--- config.mk ---
export PLATFORM = sky130hd
export DESIGN_NAME = if_stage_flat
export DESIGN_NICKNAME = d
export VERILOG_FILES = /design/src/rtl/if_stage_if.sv /design/src/rtl/if_stage.sv /design/src/flat_wrapper.sv
export SDC_FILE = /design/constraint.sdc
export NUM_CORES = 1
export LEC_CHECK = 0
export CORE_UTILIZATION = 49
export CTS_CLUSTER_DIAMETER = 150
export DETAILED_ROUTE_END_ITERATION = 16
export GPL_TIMING_DRIVEN = 0
export HOLD_SLACK_MARGIN = 0.06
export PLACE_DENSITY = 0.87
export SLEW_MARGIN = 20
export SYNTH_ARGS = -nofsm -noshare
export SYNTH_HDL_FRONTEND = slang
export SYNTH_SLANG_ARGS = --single-unit
export TNS_END_PERCENT = 20
--- constraint.sdc ---
create_clock -name clock -period 6.3 [get_ports clock]
set_clock_uncertainty 0.2 [all_clocks]
set_input_delay 1.26 -clock clock [delete_from_list [all_inputs] [get_ports clock]]
set_output_delay 1.26 -clock clock [all_outputs]
set_load 0.05 [all_outputs]
--- src/rtl/if_stage_if.sv ---
// IF <-> ID pipeline handshake: ID back-pressure, branch redirect, and the
// fetched-instruction bus handed from IF to ID.
interface if_stage_if;
  logic        id_allow_in;
  logic [32:0] id_to_if_branch_bus;       // {taken, target[31:0]}
  logic [64:0] if_to_id_instruction_bus;  // {valid, program_count[31:0], instruction[31:0]}

  modport master (
    input  id_allow_in,
    input  id_to_if_branch_bus,
    output if_to_id_instruction_bus
  );

  modport slave (
    output id_allow_in,
    output id_to_if_branch_bus,
    input  if_to_id_instruction_bus
  );
endinterface

--- src/rtl/if_stage.sv ---
// Instruction-fetch stage: PC register, single-cycle SRAM fetch, delay-slot
// aware branch redirect, and a one-entry skid buffer for ID back-pressure.
module if_stage #(
  parameter logic [31:0] RESET_PC = 32'hbfc0_0000
) (
  input  logic        clock,
  input  logic        reset,
  if_stage_if.master  id_bus,
  output logic        inst_sram_en,
  output logic [3:0]  inst_sram_wen,
  output logic [31:0] inst_sram_addr,
  output logic [31:0] inst_sram_wdata,
  input  logic [31:0] inst_sram_rdata
);

  typedef enum logic {
    IDLE,
    PENDING
  } state_e;

  state_e      state_q;
  logic [31:0] if_pc_q;
  logic        if_valid_q;
  logic [31:0] pend_target_q;
  logic [31:0] inst_buf_q;
  logic        inst_buf_valid_q;

  logic [31:0] pc_d;
  logic [31:0] instruction;
  logic [31:0] branch_target;
  logic        branch_taken;
  logic        branch_fire;
  logic        if_allow_in;

  always_comb begin
    branch_taken  = id_bus.id_to_if_branch_bus[32];
    branch_target = id_bus.id_to_if_branch_bus[31:0];
    if_allow_in   = !if_valid_q || id_bus.id_allow_in;
    // ID keeps asserting taken while it holds the branch; only the first cycle may redirect.
    branch_fire   = branch_taken && (state_q == IDLE) && if_valid_q;
    if (state_q == PENDING) begin
      pc_d = pend_target_q;
    end else if (branch_fire) begin
      pc_d = branch_target;
    end else begin
      pc_d = if_pc_q + 32'd4;
    end
    instruction = inst_buf_valid_q ? inst_buf_q : inst_sram_rdata;
  end

  assign inst_sram_en    = if_allow_in && !reset;
  assign inst_sram_addr  = pc_d;
  assign inst_sram_wen   = '0;
  assign inst_sram_wdata = '0;

  assign id_bus.if_to_id_instruction_bus = {if_valid_q, if_pc_q, instruction};

  always_ff @(posedge clock) begin
    if (reset) begin
      state_q          <= IDLE;
      if_pc_q          <= RESET_PC - 32'd4;
      if_valid_q       <= 1'b0;
      pend_target_q    <= '0;
      inst_buf_q       <= '0;
      inst_buf_valid_q <= 1'b0;
    end else begin
      if (if_allow_in) begin
        if_pc_q          <= pc_d;
        if_valid_q       <= 1'b1;
        inst_buf_valid_q <= 1'b0;
      end else if (!inst_buf_valid_q) begin
        // Stalled with a valid word: rdata is only good this first cycle, so keep it.
        inst_buf_q       <= inst_sram_rdata;
        inst_buf_valid_q <= 1'b1;
      end

      case (state_q)
        IDLE: begin
          if (branch_fire && !if_allow_in) begin
            pend_target_q <= branch_target;
            state_q       <= PENDING;
          end
        end
        PENDING: begin
          if (if_allow_in) begin
            state_q <= IDLE;
          end
        end
        default: state_q <= IDLE;
      endcase
    end
  end

endmodule

--- src/flat_wrapper.sv ---
// flat-port wrapper written by rule: the top's interface ports become plain ports
module if_stage_flat 
#(
  parameter logic [31:0] RESET_PC = 32'hbfc0_0000
)
  (clock, reset, inst_sram_en, inst_sram_wen, inst_sram_addr, inst_sram_wdata, inst_sram_rdata, id_bus_id_allow_in, id_bus_id_to_if_branch_bus, id_bus_if_to_id_instruction_bus);
  if_stage_if id_bus_i ();
  input  logic clock;
  input  logic reset;
  output logic inst_sram_en;
  output logic [3:0] inst_sram_wen;
  output logic [31:0] inst_sram_addr;
  output logic [31:0] inst_sram_wdata;
  input  logic [31:0] inst_sram_rdata;
  input wire logic [$bits(id_bus_i.id_allow_in)-1:0] id_bus_id_allow_in;
  input wire logic [$bits(id_bus_i.id_to_if_branch_bus)-1:0] id_bus_id_to_if_branch_bus;
  output wire logic [$bits(id_bus_i.if_to_id_instruction_bus)-1:0] id_bus_if_to_id_instruction_bus;
  assign id_bus_i.id_allow_in = id_bus_id_allow_in;
  assign id_bus_i.id_to_if_branch_bus = id_bus_id_to_if_branch_bus;
  assign id_bus_if_to_id_instruction_bus = id_bus_i.if_to_id_instruction_bus;
  if_stage #(.RESET_PC(RESET_PC)) u_core (.clock(clock), .reset(reset), .id_bus(id_bus_i), .inst_sram_en(inst_sram_en), .inst_sram_wen(inst_sram_wen), .inst_sram_addr(inst_sram_addr), .inst_sram_wdata(inst_sram_wdata), .inst_sram_rdata(inst_sram_rdata));
endmodule
Yosys cells after proc, flatten, opt, wreduce, memory -nomap -nowiden. Cells that the tools add are included.

Word-level logic and storage cells: 23. Register bits after elaboration: 99. Output and inout port bits: 134.

Add/sub/neg operators: 1. Bitwise logic cells: 1. Multiplexer cells: 6. Reductions and logical operators: 9.

Operators by type and width (count): 32-bit two-way mux (3); 32-bit by 3-bit adder with 32-bit output, second input constant (1); 1-bit logical AND (4); 1-bit zero test (3); 1-bit two-way mux (2); 1-bit case mux with 2 select lines (1); 2-bit AND reduction (1); 1-bit logical OR (1); 1-bit inverter (1).

Depth between registers and ports, before layout.
Depth after elaboration: 6. Depth in mapped cells: 9. Gate-level depth less buffers: 6.

Least setup slack after synthesis. Ideal clock, no wire load.

Path type: in2out. Start point: input port id_bus_id_to_if_branch_bus[32]. End point: output port inst_sram_addr[24]. Data required time: 4.840 ns. Slack: 1.561 ns. Data arrival time: 3.279 ns. Stages on the path: 6. Cell sequence: and2_1 > buf_2 > buf_2 > buf_1 > nor3_1 > o31ai_1.

Longest elaborated chain between the ends: 4.

Ends and longest elaborated chain: start, declared (RTL line flat_wrapper.sv:16) `input wire logic [$bits(id_bus_i.id_to_if_branch_bus)-1:0] id_bus_id_to_if_branch_bus;`; 1-bit logical AND (2 in a row) (RTL line if_stage.sv:40) `branch_fire = branch_taken && (state_q == IDLE) && if_valid_q;`; 32-bit two-way mux (RTL line if_stage.sv:43) `end else if (branch_fire) begin`; 32-bit two-way mux (RTL line if_stage.sv:41) `if (state_q == PENDING) begin`; end, declared (RTL line flat_wrapper.sv:12) `output logic [31:0] inst_sram_addr;`.

No other way between the ends.

Final worst setup path. Ends and elaborated chain as after synthesis.

==> run metrics <==
status=complete, no violations; RSZ-0062 raised after global routing=no; total of max-cap violations=0; GR Util met3=6.82%; 1st-pass router iterations=6; Core Box Area=11000 um^2; Max Fclk=0.174 GHz; Post-Route WL=18300 um; synthesized area=5650 um^2; Max rail drop VDD=0.000264 V; # hold bufs at CTS=0; largest net degree at the start of global routing=19; area leader, netlist=dfxtp_1; Via density=between 5 and 6; Slew @ Worst Pin=about 850 ps; CP bufs+invs=5; Min Hold Slack=approximately 260 ps; Post-synth EDFFs=0; fin crit share=91.2%; Final Cell Area=7900 um^2; maximum fanout along the worst path=10; WHS Path Cells=2; clk buf depth=2; Gates resized, CTS repair=0; hpwl dp=13200 um; #FFs+latches synth=99; vias in the first global route=5559; Yosys warning total=0; Antenna Violating Nets Remaining=0; total die area=about 12000 um^2; Global Route Usage Sum=between 30% and 40%; P_leak=3.09 nW; Fin. Hold Viols=0; stages on the worst setup path=8; CTS tree=done; kind of critical path=primary input to output pin; minimum clock period=roughly 5700 ps; worst hold path type=flip-flop to flip-flop; number of antenna diodes=0; via total after detailed routing=5998; H-tree levels=3; initial drt markers=538; Arr. time, crit path=between 4000 and 5000 ps; share of the synthesized area in the top cell type=35.1%; R2R cell count=6; critical path launch point type=primary input; final setup margin=555 ps; synthesized area per cell=8.41 um^2; busiest metal layer after global routing=met2; GP Congestion=0.931; Slew Limit Headroom=43.1%; Port Buffers=~170; Crit path max-delay family=buffers and inverters; first-pass GRT wire length=approximately 28000 um; Distinct cells, synth=69; Die W=109 um; initial antenna violation count=0; PD cells=286 nW/um^2; worst-path cell chain=clkdlybuf4s50_1 > and2_1 > buf_2 > buf_2 > buf_1 > nor3_1 > o31ai_1 > clkdlybuf4s50_1; Inserted Clock Buffers=9; Post-synth top flop=dfxtp_1; routed length per placed instance=17.9 um; Starting Density=51.2%; CTS root buf=clkbuf_16; top area cells in the synthesized netlist=dfxtp_1 (35%), nand2_1 (7.0%), a21oi_1 (5.4%); dpl cell area=7600 um^2; sequential area share after synthesis=approximately a third; clk_lat worst skew=350 ps; Die H=between 100 and 150 um; CP required=4840 ps; layout cells sized above 1=approximately an eighth; type of destination of the critical path=output pin; Crit-path slowest cell=clkdlybuf4s50_1; Syn Inst Count=around 670; dpl ws=596 ps; Reg clk slew, reported paths=~70 ps; grt met2 use=48.4%; met1 Use GR=roughly 40%; endpoints failing setup=0; DRC errors left=0; Ports=about 200; Fin Setup TNS=0 ps; P&R area growth vs syn=39.9%; Overflow after GRT=0; Sinks on Clock Net=slightly below 100; Slew Viols, Final=0; Row Count=38; Post-CTS Setup Bufs=0; Async S/R FF share, synth=0%; Final Net Count=951; Crit path largest cell delay=860 ps
-- routing by layer --
metal  part of all wire [%]  up-vias
met3                     10       77
met1                     41     2746
met5                      0        -
met4                    4.0        0
met2                     45      386
li1                       -     2789
-- registers in the layout, indices dropped and copies added (netlist names) --
register,count
u_core.if_pc_q,32
u_core.if_valid_q,1
u_core.inst_buf_q,32
u_core.inst_buf_valid_q,1
u_core.pend_target_q,32
u_core.state_q,1
-- Yosys cell counts, types with 10 or more instances --
master and instances:
a22o_1 34, inv_1 11, o22a_1 15, dfxtp_1 99, clkbuf_1 31, buf_4 39, nand3_1 11, a31oi_1 14
nor2_1 21, a21oi_1 61, mux2_1 13, nand2_1 105, o21ai_0 25, nand4_1 13, buf_2 13, mux2_2 20
xnor2_1 10
-- logic make-up after synthesis --
logic type | count (synthesis) | share of synthesized area (%)
buffers and inverters | 103 | 10.1
adder cells (fa/ha/maj) | 1 | 0.222
multiplexers | 41 | 8.00
other | 1 | 0.0664
flip-flops | 99 | 35.1
AND/OR/NAND/NOR | 207 | 19.1
XOR/XNOR | 18 | 2.79
AO/OA/AOI/OAI | 201 | 24.6
-- power breakdown --
part / internal, mW / switching [mW]
Clock: 0.288 / 0.267
Sequential: 0.670 / 0.0545
Combinational: 0.345 / 0.637
-- cell usage in the layout (no fill, tap or decap), drive strengths merged, types with 15 or more instances in the layout --
master and count:
a21oi 61, a22o 34, buf 59, clkbuf 41, clkdlybuf4s50 165, conb 36
dfxtp 99, inv 15, mux2 33, nand2 106, nand4 17, nor2 22
o21ai 33, o22a 15
-- stage by stage --
stage,instances,util (%),power (mW)
2_1_floorplan,706,-,1.40
3_3_place_gp,1011,68.9,1.69
3_5_place_dp,1011,68.9,1.70
4_1_cts,1027,71.6,2.25
5_1_grt,1027,71.6,2.35
6_report,1027,71.6,2.26
-- final cells by class --
| cell class | instances | area, um^2 |
|---|---|---|
| Multi-Input combinational cell | 504 | 3220 |
| Fill cell | 876 | 3130 |
| Sequential cell | 99 | 1980 |
| Timing Repair Buffer | 165 | 1650 |
| Buffer | 90 | 523 |
| Clock buffer | 10 | 239 |
| Tap cell | 140 | 175 |
| Clock inverter | 6 | 57.6 |
| Inverter | 13 | 48.8 |
-- path summary, 6_finish.rpt --
kind	slack, ps	to	start
setup / recovery	560	inst_sram_addr[24]	id_bus_id_to_if_branch_bus[32]
hold / removal	260	u_core.pend_target_q[9]$_SDFFE_PP0P_	u_core.pend_target_q[9]$_SDFFE_PP0P_
hold reg to reg	260	u_core.pend_target_q[9]$_SDFFE_PP0P_	u_core.pend_target_q[9]$_SDFFE_PP0P_
setup reg to reg	3780	u_core.pend_target_q[30]$_SDFFE_PP0P_	u_core.if_valid_q$_SDFFE_PP0N_
-- worst min-delay path, delay by kind of cell, from the launching register on --
kind,cells,cell delay (ps)
DFF,1,310
and+or+nand+nor,1,50
AOI/OAI and AO/OA,1,50
Power figures use the tool's default switching activity.
